[config.mk]
export PLATFORM = sky130hd
export DESIGN_NAME = hazard_sequencer
export DESIGN_NICKNAME = d
export VERILOG_FILES = /design/src/rtl/hazard_sequencer.sv
export SDC_FILE = /design/constraint.sdc
export NUM_CORES = 1
export LEC_CHECK = 0
export ABC_AREA = 1
export BUFFER_PORTS_ARGS = -buffer_cell sky130_fd_sc_hd__buf_4
export CORE_MARGIN = 8
export CORE_UTILIZATION = 54
export DETAILED_ROUTE_END_ITERATION = 10
export GPL_ROUTABILITY_DRIVEN = 0
export GPL_TIMING_DRIVEN = 0
export MAX_ROUTING_LAYER = met4
export PLACE_DENSITY = 0.87
export SETUP_SLACK_MARGIN = 0.3
export SYNTH_ARGS = -nofsm -noshare
export SYNTH_HDL_FRONTEND = slang
export SYNTH_SLANG_ARGS = --single-unit
export TNS_END_PERCENT = 50
[constraint.sdc]
create_clock -name clk -period 8.9 [get_ports clk]
set_input_delay 2.67 -clock clk [delete_from_list [all_inputs] [get_ports clk]]
set_output_delay 2.67 -clock clk [all_outputs]
set_load 0.05 [all_outputs]
[src/rtl/hazard_sequencer.sv]
// Pipeline hazard sequencer: stall/flush control for the F/D/E/M stage registers.
// Handles load-use interlocks, execute redirects, fetch waits and multi-cycle MUL/DIV occupancy.
module hazard_sequencer #(
   parameter int unsigned MUL_LAT = 3,
   parameter int unsigned DIV_LAT = 16,
   parameter int unsigned CNT_W   = 5
) (
   input  logic        clk,
   input  logic        reset,
   input  logic        e_valid,
   input  logic        e_is_load,
   input  logic        e_is_mul,
   input  logic        e_is_div,
   input  logic        e_branch_taken,
   input  logic [63:0] e_target,
   input  logic [4:0]  e_dst,
   input  logic        d_valid,
   input  logic [4:0]  d_rs1,
   input  logic [4:0]  d_rs2,
   input  logic        i_busy,
   input  logic        m_busy,
   output logic        stall_f,
   output logic        stall_d,
   output logic        stall_e,
   output logic        stall_m,
   output logic        flush_d,
   output logic        flush_e,
   output logic        flush_m,
   output logic        redirect_valid,
   output logic [63:0] redirect_pc,
   output logic        mdu_done
);

   localparam logic [CNT_W-1:0] MUL_INIT = CNT_W'(MUL_LAT - 32'd2);
   localparam logic [CNT_W-1:0] DIV_INIT = CNT_W'(DIV_LAT - 32'd2);

   typedef enum logic [1:0] {
      RUN        = 2'd0,
      MDU        = 2'd1,
      REDIR_WAIT = 2'd2
   } state_e;

   state_e            state_q, state_d;
   logic [CNT_W-1:0]  cnt_q, cnt_d;
   logic [63:0]       rpc_q, rpc_d;

   logic        sf_c, sd_c, se_c, sm_c;
   logic        fd_c, fe_c, fm_c;
   logic        rv_c, done_c;
   logic [63:0] pc_c;
   logic        load_use_c;

   // A zero e_dst never matches, so x0 sources cannot raise an interlock.
   assign load_use_c = e_valid & e_is_load & (e_dst != 5'd0) & d_valid &
                       ((d_rs1 == e_dst) | (d_rs2 == e_dst));

   always_ff @(posedge clk or posedge reset) begin
      if (reset) begin
         state_q <= RUN;
         cnt_q   <= '0;
         rpc_q   <= '0;
      end else begin
         state_q <= state_d;
         cnt_q   <= cnt_d;
         rpc_q   <= rpc_d;
      end
   end

   always_comb begin
      state_d = state_q;
      cnt_d   = cnt_q;
      rpc_d   = rpc_q;
      sf_c    = 1'b0;
      sd_c    = 1'b0;
      se_c    = 1'b0;
      sm_c    = 1'b0;
      fd_c    = 1'b0;
      fe_c    = 1'b0;
      fm_c    = 1'b0;
      rv_c    = 1'b0;
      done_c  = 1'b0;
      pc_c    = '0;

      unique case (state_q)
         RUN: begin
            if (m_busy) begin
               {sf_c, sd_c, se_c, sm_c} = 4'b1111;
            end else if (e_valid & (e_is_mul | e_is_div)) begin
               {sf_c, sd_c, se_c, fm_c} = 4'b1111;
               cnt_d   = e_is_div ? DIV_INIT : MUL_INIT;
               state_d = MDU;
            end else if (e_valid & e_branch_taken) begin
               fd_c = 1'b1;
               fe_c = 1'b1;
               rv_c = 1'b1;
               pc_c = e_target;
               if (i_busy) begin
                  sf_c    = 1'b1;
                  rpc_d   = e_target;
                  state_d = REDIR_WAIT;
               end
            end else begin
               if (load_use_c) begin
                  sf_c = 1'b1;
                  sd_c = 1'b1;
                  fe_c = 1'b1;
               end
               // Decode hold takes precedence over the fetch-wait bubble.
               if (i_busy) begin
                  sf_c = 1'b1;
                  fd_c = ~load_use_c;
               end
            end
         end

         MDU: begin
            if (m_busy) begin
               {sf_c, sd_c, se_c, sm_c} = 4'b1111;
            end else if (cnt_q != '0) begin
               {sf_c, sd_c, se_c, fm_c} = 4'b1111;
               cnt_d = cnt_q - CNT_W'(1);
            end else begin
               done_c  = 1'b1;
               state_d = RUN;
            end
         end

         REDIR_WAIT: begin
            rv_c = 1'b1;
            pc_c = rpc_q;
            if (m_busy) begin
               {sf_c, sd_c, se_c, sm_c} = 4'b1111;
            end else begin
               // The instruction returning now is stale and is always discarded.
               fd_c = 1'b1;
               sf_c = i_busy;
               if (!i_busy) state_d = RUN;
            end
         end

         default: state_d = RUN;
      endcase
   end

   assign stall_f        = sf_c & ~reset;
   assign stall_d        = sd_c & ~reset;
   assign stall_e        = se_c & ~reset;
   assign stall_m        = sm_c & ~reset;
   assign flush_d        = fd_c & ~reset;
   assign flush_e        = fe_c & ~reset;
   assign flush_m        = fm_c & ~reset;
   assign redirect_valid = rv_c & ~reset;
   assign mdu_done       = done_c & ~reset;
   assign redirect_pc    = reset ? 64'd0 : pc_c;

endmodule

# Yosys cells after proc, flatten, opt, wreduce, memory -nomap -nowiden
# Cells that the tools add are included.
[op_classes]
add_sub_neg = 1
n_eq_ne = 13
n_div = 0
shift = 0
n_mul = 0
muxes = 59
reduce_logical = 8
bitwise = 21
magnitude_cmp = 0
[op_table]
columns = ["operator", "count"]
rows = [
  ["2-to-1 mux 64 bit", 4],
  ["case mux 64 bit (2 select lines)", 1],
  ["2-to-1 mux 1 bit", 33],
  ["2-to-1 mux 5 bit", 4],
  ["2-to-1 mux 2 bit", 8],
  ["bitwise AND 1 bit", 15],
  ["!= test 2 bit (second input constant)", 7],
  ["== test 5 bit", 2],
  ["case mux 5 bit (2 select lines)", 1],
  ["AND reduction 5 bit", 2],
  ["nonzero test 5 bit", 2],
  ["case mux 1 bit (3 select lines)", 3],
  ["AND reduction 7 bit", 1],
  ["!= test 3 bit (second input constant)", 2],
  ["case mux 1 bit (2 select lines)", 3],
  ["case mux 2 bit (3 select lines)", 1],
  ["subtractor 5 x 1 -> 5 bit (second input constant)", 1],
  ["2-to-1 mux 4 bit", 1],
  ["inverter 1 bit", 4],
  ["OR reduction 3 bit", 1],
  ["== test 2 x 1 -> 1 bit (second input constant)", 1],
  ["== test 2 bit (second input constant)", 1],
  ["zero test 2 bit", 1],
  ["OR 1 bit", 2],
  ["nonzero test 2 bit", 1],
]
[totals]
ff_bits = 71
memories = 0
ram_bits = 0
input_bits = 89
latch_bits = 0
mem_bits_ro = 0

# Logic depth before layout (Yosys ltp)
# Gate-level depths: netlist (run 1).
[logic_depth]
word_depth = 11
mapped_depth = 12
depth_no_buf = 12

# Worst setup path before layout (run 1)
# Ideal clock, no wire load.
[synth_path]
path_type = "input port to output port"
from = "input port reset"
to = "output port stall_f"
t_arrival_ns = 4.884
slack_ns = 1.346
n_path_buf = 1
cell_stages = 4
path_cell_list = "clkbuf_1 -> inv_1 -> nand2_1 -> nand2_1"
[synth_between]
elab_chain_len = 2
[synth_lines]
columns = ["item", "line", "text"]
rows = [
  ["start, declared", "9", "input logic reset,"],
  ["inverter 1 bit", "145", "assign stall_f = sf_c & ~reset;"],
  ["bitwise AND 1 bit", "145", ""],
  ["end, declared", "22", "output logic stall_f,"],
]
# Every way passes these cells.

# Worst setup path after layout (run 1)
[layout_path]
from = "input port e_is_div"
to = "output port redirect_pc[33]"
[layout_between]
elab_chain_len = 6
[layout_lines]
columns = ["item", "line", "text"]
rows = [
  ["start, declared", "13", "input logic e_is_div,"],
  ["OR 1 bit", "88", "end else if (e_valid & (e_is_mul | e_is_div)) begin"],
  ["bitwise AND 1 bit", "88", ""],
  ["2-to-1 mux 64 bit", "88", ""],
  ["2-to-1 mux 64 bit", "86", "if (m_busy) begin"],
  ["case mux 64 bit (2 select lines)", "84", "unique case (state_q)"],
  ["2-to-1 mux 64 bit", "154", "assign redirect_pc = reset ? 64'd0 : pc_c;"],
  ["end, declared", "30", "output logic [63:0] redirect_pc,"],
]
# Every way passes these cells.

==> metrics, run 1 <==
status completed; antenna violations before repair 0; Total GRT Usage 24.62%; Max Slew Vio Count 0; Sw Share 33.87%; syn_area_per_cell 7.567 um^2; Post-CTS Hold Fix Bufs 0; Hold/Removal Path Class register to register; WL per Instance 16.05 um; top cells by area, synth dfrtp_1 41%, nand2_1 12%, mux2_4 9.4%; global-route wire length before repair 22,200 um; via/cell ratio 5.381; Seq. cell area 1777 um^2; crit path max-delay cell type buf_2; Sw Pwr 430.3 uW; Num CTS Buffers 9; peak supply drop 0.1032 mV; PortBufs 160; CP startpoint kind primary input; Layout area overhead 36.33%; Power Internal 840.1 uW; Fin Hold WS 0.4890 ns; hpwl dp 10,190 um; NumNets Final 830; Synthesized Nets 659; Sequential Power Share 44.3%; fraction of layout cells with a size suffix above 1 29.57%; largest family of logic cells by synthesized area simple AND/OR/NAND/NOR gates; Rel. slew slack 40.12%; part of the Yosys area used for sequential elements 41.34%; cell family with most CP delay buffers and inverters; via count 4,552; area of the mapped netlist 4298 um^2; clk sinks 71; Starting Density 55.62%; WHS Endpoint rpc_q[27]; area of the multi-input gates 2085 um^2; Post-Synth XOR/XNOR Area 0.4076%; die area 11,070 um^2; CP max stage delay 0.29 ns; Synth top area share 41.34%; Final Setup Violations 0; Final Critical Period 7.051 ns; mux contribution to synthesized area 9.694%; WS Path Type primary input to output pin; P_leak 3.018 nW; grt ovf 0; end-of-flow core utilization 75.83%; antenna viol nets, final 0; H-tree depth 3; worst-path cell chain buf_4, o21ai_1, inv_2, nor3_4, buf_2, buf_2, nand3_1, a21oi_1, buf_4; leading area contributor after synthesis dfrtp_1; cell row count 32; clock network power share 23.3%; pwr dens 216.8 nW/um^2; DIE WIDTH 105.2 um; number of fill cells 561; final hold violations 0; Logic pwr share 32.4%; clock latency on the worst-skew pair 0.34 ns; R2R Setup Slk 6.97 ns; critical path arrival 4.38 ns; Post-Synthesis Cells 568; die height 105.2 um; post-CTS sizing 0; RR Endpoint rpc_q[34]; Worst R2R Start state_q[0]; Antenna diodes 0; DR pass1 iterations 5; Tcrit/Tclk final 79.23%; Seq cells post-synth 71; CTS root buffer clkbuf_8; max cap viols 0; simple-gate share of the synthesized area 23.03%; Compound-Gate Fraction of Synth Area 14.79%; initial DRC count 305; Ys Warns 0; number of remaining DRC errors 0; critical path peak fanout 10; Unique masters post-synth 27; Levels on crit path 9; clock buffer depth 2; vias in the first global route 4,685; Setup Skew 0.006947 ns; Routed WL 13,580 um; Final TNS setup 0 ns; buffer and inverter count on the worst path 5; clk slew on worst S/H paths 0.07 ns; adder-cell share of the synthesized area 0.5822%; reg2reg path depth 8; TritonCTS clock tree yes; Cells on Worst Hold Path 2; Worst-Margin Slew 0.8982 ns; RSZ-0062 raised after global routing false; IO Pins 162; largest net degree at the start of global routing 74; CP Capture Type output pin; Worst Path Required 6.23 ns; postcts setup bufs 0; HP Start rpc_q[27]; area of the core 7727 um^2; Peak Freq 141.8 MHz
-- kinds of logic after synthesis --
family | count (synthesis)
and+or+nand+nor | 234
adders and majority gates | 2
xor gates and xnor gates | 2
muxes | 28
buffers and inverters | 108
DFF | 71
AOI/OAI and AO/OA | 123
-- cells in the final DEF, fill, tap and decap left out, drive strengths merged --
cell type and n:
o21bai 1, dfrtp 71, o31ai 1, bufinv 2
xnor2 2, mux2 28, ha 2, a21boi 1
nand4 1, a211oi 1, clkbuf 37, nand2 142
or2 1, o21ai 44, nor2 14, a21oi 70
nor3 3, nand3 73, inv 69, a22oi 3
a31oi 2, buf 174, clkinv 2
-- worst max-delay path by stage --
stage | slack (ns) | endpoint | startpoint
after floorplan | 1.35 | stall_f | reset
after global placement | 0.65 | stall_f | reset
after detailed placement | 1.87 | redirect_pc[33] | e_is_div
after CTS | 1.85 | redirect_pc[33] | e_is_div
after global routing | 1.63 | redirect_pc[34] | e_is_div
final | 1.85 | redirect_pc[33] | e_is_div
-- layout make-up --
class | instances | share of cell area [%]
Clock buffer | 11 | 2.584
Multi-Input combinational cell | 389 | 35.58
Tap cell | 102 | 2.178
Sequential cell | 71 | 30.32
Timing Repair Buffer | 160 | 20.50
Buffer | 40 | 3.096
Clock inverter | 5 | 1.345
Inverter | 68 | 4.399
-- cells in the mapped netlist --
master    count
a211oi_1      1
a21boi_0      1
a21oi_1      70
a22oi_1       3
a31oi_1       2
buf_1         4
buf_2         7
buf_6         3
clkbuf_1     26
dfrtp_1      71
ha_1          2
inv_1        65
inv_2         3
mux2_2        1
mux2_4       27
nand2_1     142
nand3_1      73
nand4_1       1
nor2_1       14
nor3_1        2
nor3_4        1
o21ai_0      43
o21ai_1       1
o21bai_1      1
o31ai_1       1
or2_2         1
xnor2_1       2
-- stage by stage --
| step | instances | setup WS [ns] | area, um^2 | power (mW) |
|---|---|---|---|---|
| 3_5_place_dp | 830 | 1.868 | 5629 | 0.9708 |
| 2_1_floorplan | 568 | 1.346 | 4298 | 0.8413 |
| 3_3_place_gp | 830 | 0.6454 | 5627 | 0.9418 |
| 4_1_cts | 846 | 1.852 | 5859 | 1.269 |
| 6_report | 846 | 1.849 | 5859 | 1.270 |
| 5_1_grt | 846 | 1.633 | 5859 | 1.344 |
-- power groups by stage --
stage,Sequential (mW),Combinational (mW),Clock [mW]
after floorplan,0.540,0.301,0
after global placement,0.553,0.389,0
after detailed placement,0.561,0.409,0
after CTS,0.559,0.411,0.299
after global routing,0.578,0.453,0.312
final,0.563,0.411,0.296
-- state kept, by name (all words and copies together) (netlist names) --
name     cells
state_q      2
cnt_q        5
rpc_q       64
-- layer usage --
metal / global-route usage (%) / vias to the layer above / wire (um) / share of wire [%]
li1: - / 2190 / - / -
met1: 29.88 / 2140 / 5760 / 42
met2: 39.52 / 197 / 6622 / 49
met3: 5.298 / 25 / 935 / 6.9
met4: 8.970 / 0 / 259 / 1.9
met5: - / - / 0 / 0
-- worst register-to-register path, stage by stage (launching register included) --
cell and delay, ns:
dfrtp_1 0.42, inv_2 0.07, nand2_1 0.13, nor3_4 0.31, nand3_1 0.13, buf_2 0.23, clkbuf_1 0.27, nand2_1 0.13
o21ai_0 0.11
Power figures use the tool's default switching activity.
==> run 2: changes to the inputs <==
Settings changed: CORE_UTILIZATION 54 to 50, PLACE_DENSITY 0.87 to 0.81.
Clock period 8.9 ns to 7.4 ns, I/O delays scaled along.
==> run 2 against run 1 <==
Global-route usage down 1.9 points. Die area up 6.8%. Clock-buffer cell count down 1. Sequential power up 20%. Combinational power up 19%. Via count down 2.5%. Worst hold slack about the same. Wire length down 3.2%. Sequential share of layout area up 0.14 points. Clock power up 4%. Largest power group unchanged.
==> metrics, run 2 (synthesized netlist as in run 1, its figures left out) <==
antenna viol nets, final 0 (unchanged); NumNets Final 830 (unchanged); IO Pins 162 (unchanged); Seq. cell area 1777 um^2 (unchanged); area of the core 8508 um^2 (+10%); placed inst area 5637 um^2 (+0.13%); area of the multi-input gates 2085 um^2 (unchanged); initial DRC count 205 (-33%); max cap viols 0 (unchanged); cell row count 34 (+6.3%); Final Critical Period 6.130 ns; pwr dens 252.7 nW/um^2 (+17%); max reg flops 64 (unchanged); Routed WL 13,140 um (-3.2%); Logic pwr share 33.3% (+0.9 points); Antenna diodes 0 (unchanged); P_leak 3.001 nW (-0.57%); postcts setup bufs 0 (unchanged); worst-path cell chain buf_4, nand2_1, inv_1, clkbuf_1, buf_1, nand3_1, a21oi_1, buf_4; H-tree depth 3 (unchanged); number of remaining DRC errors 0 (unchanged); peak supply drop 0.1003 mV (-2.8%); die area 11,820 um^2 (+6.8%); Worst Path Required 5.18 ns (-1.05 ns); via count 4,439 (-2.5%); critical path arrival 3.91 ns (-0.47 ns); CP startpoint kind primary input; global-route wire length before repair 21,280 um (-4.2%); status completed; top flop regs rpc_q x64, cnt_q x5, state_q x2; clk slew on worst S/H paths 0.08 ns (about the same); die height 108.7 um (+3.3%); Sw Pwr 507.5 uW (+18%); RSZ-0062 raised after global routing false; clock network power share 20.9% (-2.4 points); Worst-Margin Slew 0.8702 ns (-0.02798 ns); Peak Freq 163.1 MHz; Power Internal 965.9 uW (+15%); fraction of layout cells with a size suffix above 1 29.48% (-0.095 points); Total GRT Usage 22.76% (-1.9 points); Num CTS Buffers 9 (unchanged); Final TNS setup 0 ns (unchanged); clock latency on the worst-skew pair 0.34 ns (about the same); end-of-flow core utilization 68.54% (-7.3 points); CP max stage delay 0.46 ns (+0.17 ns); Hold/Removal Path Class register to register; most common cell after layout, fill and taps aside buf_4; DR pass1 iterations 5 (unchanged); antenna violations before repair 0 (unchanged); Sw Share 34.45% (+0.57 points); clock buffer depth 2 (unchanged); WL per Instance 15.44 um (-3.8%); Crit path top cell by count buf_4; CP Capture Type output pin; Rel. slew slack 41.99% (+1.9 points); TritonCTS clock tree yes; most flop-heavy register rpc_q; WS Path Type primary input to output pin; Starting Density 50.51% (-5.1 points); PortBufs 160 (unchanged); most frequent cells in the layout 160 x buf_4, 142 x nand2_1, 73 x nand3_1; via/cell ratio 5.216 (-3.1%); Setup Skew 0.007988 ns (+0.001041 ns); design area 5832 um^2 (-0.47%); Tcrit/Tclk final 82.83%; Layout area overhead 35.69%; number of fill cells 703 (+25%); Post-CTS Hold Fix Bufs 0 (unchanged); Sequential Power Share 45.8% (+1.5 points); clk sinks 71 (unchanged); vias in the first global route 4,492 (-4.1%); DIE WIDTH 108.7 um (+3.3%); CTS root buffer clkbuf_8; Final Setup Violations 0 (unchanged); post-CTS sizing 0 (unchanged); largest net degree at the start of global routing 74 (unchanged); critical path peak fanout 10 (unchanged); Max Slew Vio Count 0 (unchanged); hpwl dp 10,000 um (-1.8%); grt ovf 0 (unchanged); crit path max-delay cell type clkbuf_1; Tot Pwr 1.473 mW (+16%); final hold violations 0 (unchanged)
run 2: final cells by class:
cell class	count	area share [%]
Multi-Input combinational cell	389	35.74
Sequential cell	71	30.47
Timing Repair Buffer	160	20.60
Inverter	68	4.420
Buffer	40	3.111
Clock buffer	10	2.360
Tap cell	108	2.317
Clock inverter	5	0.9869
run 2: worst paths after layout:
check	slack, ns	from	end	cells past startpoint
worst max-delay path	1.27	e_valid	redirect_pc[33]	8
max in group asynchronous	4.51	reset	rpc_q[11]	2
worst min-delay path	0.49	rpc_q[36]	rpc_q[36]	2
worst min register to register	0.49	rpc_q[36]	rpc_q[36]	2
min in group asynchronous	2.34	reset	cnt_q[4]	2
worst max register to register	5.53	state_q[0]	state_q[1]	5
run 2: power groups by stage:
| stage | registers [mW] | clock network [mW] | logic [mW] |
|---|---|---|---|
| after floorplan | 0.650 | 0 | 0.362 |
| after global placement | 0.666 | 0 | 0.468 |
| after detailed placement | 0.674 | 0 | 0.491 |
| after CTS | 0.672 | 0.314 | 0.491 |
| after global routing | 0.694 | 0.333 | 0.546 |
| final | 0.676 | 0.308 | 0.490 |
run 2: routing by layer:
layer  vias to the layer above  track usage, %  wire length (um)
li1                       2189               -                 -
met4                         0           7.625               201
met1                      2050           29.15              5845
met5                         -               -                 0
met3                        20           4.196               841
met2                       180           35.57              6253
run 2: stage by stage:
stage,std cells,setup WS [ns],hold slack [ns]
detailed placement,836,1.276,0.4745
CTS,851,1.276,0.4923
global placement,836,0.03934,0.4661
floorplan,568,0.7458,0.4534
finish,851,1.270,0.4893
global route,851,1.110,0.5063
run 2: worst max-delay path, delay by kind of cell:
kind                   cells  cell delay [ns]
AOI/OAI and AO/OA          1             0.18
buffers and inverters      5             1.31
and+or+nand+nor            2             0.20
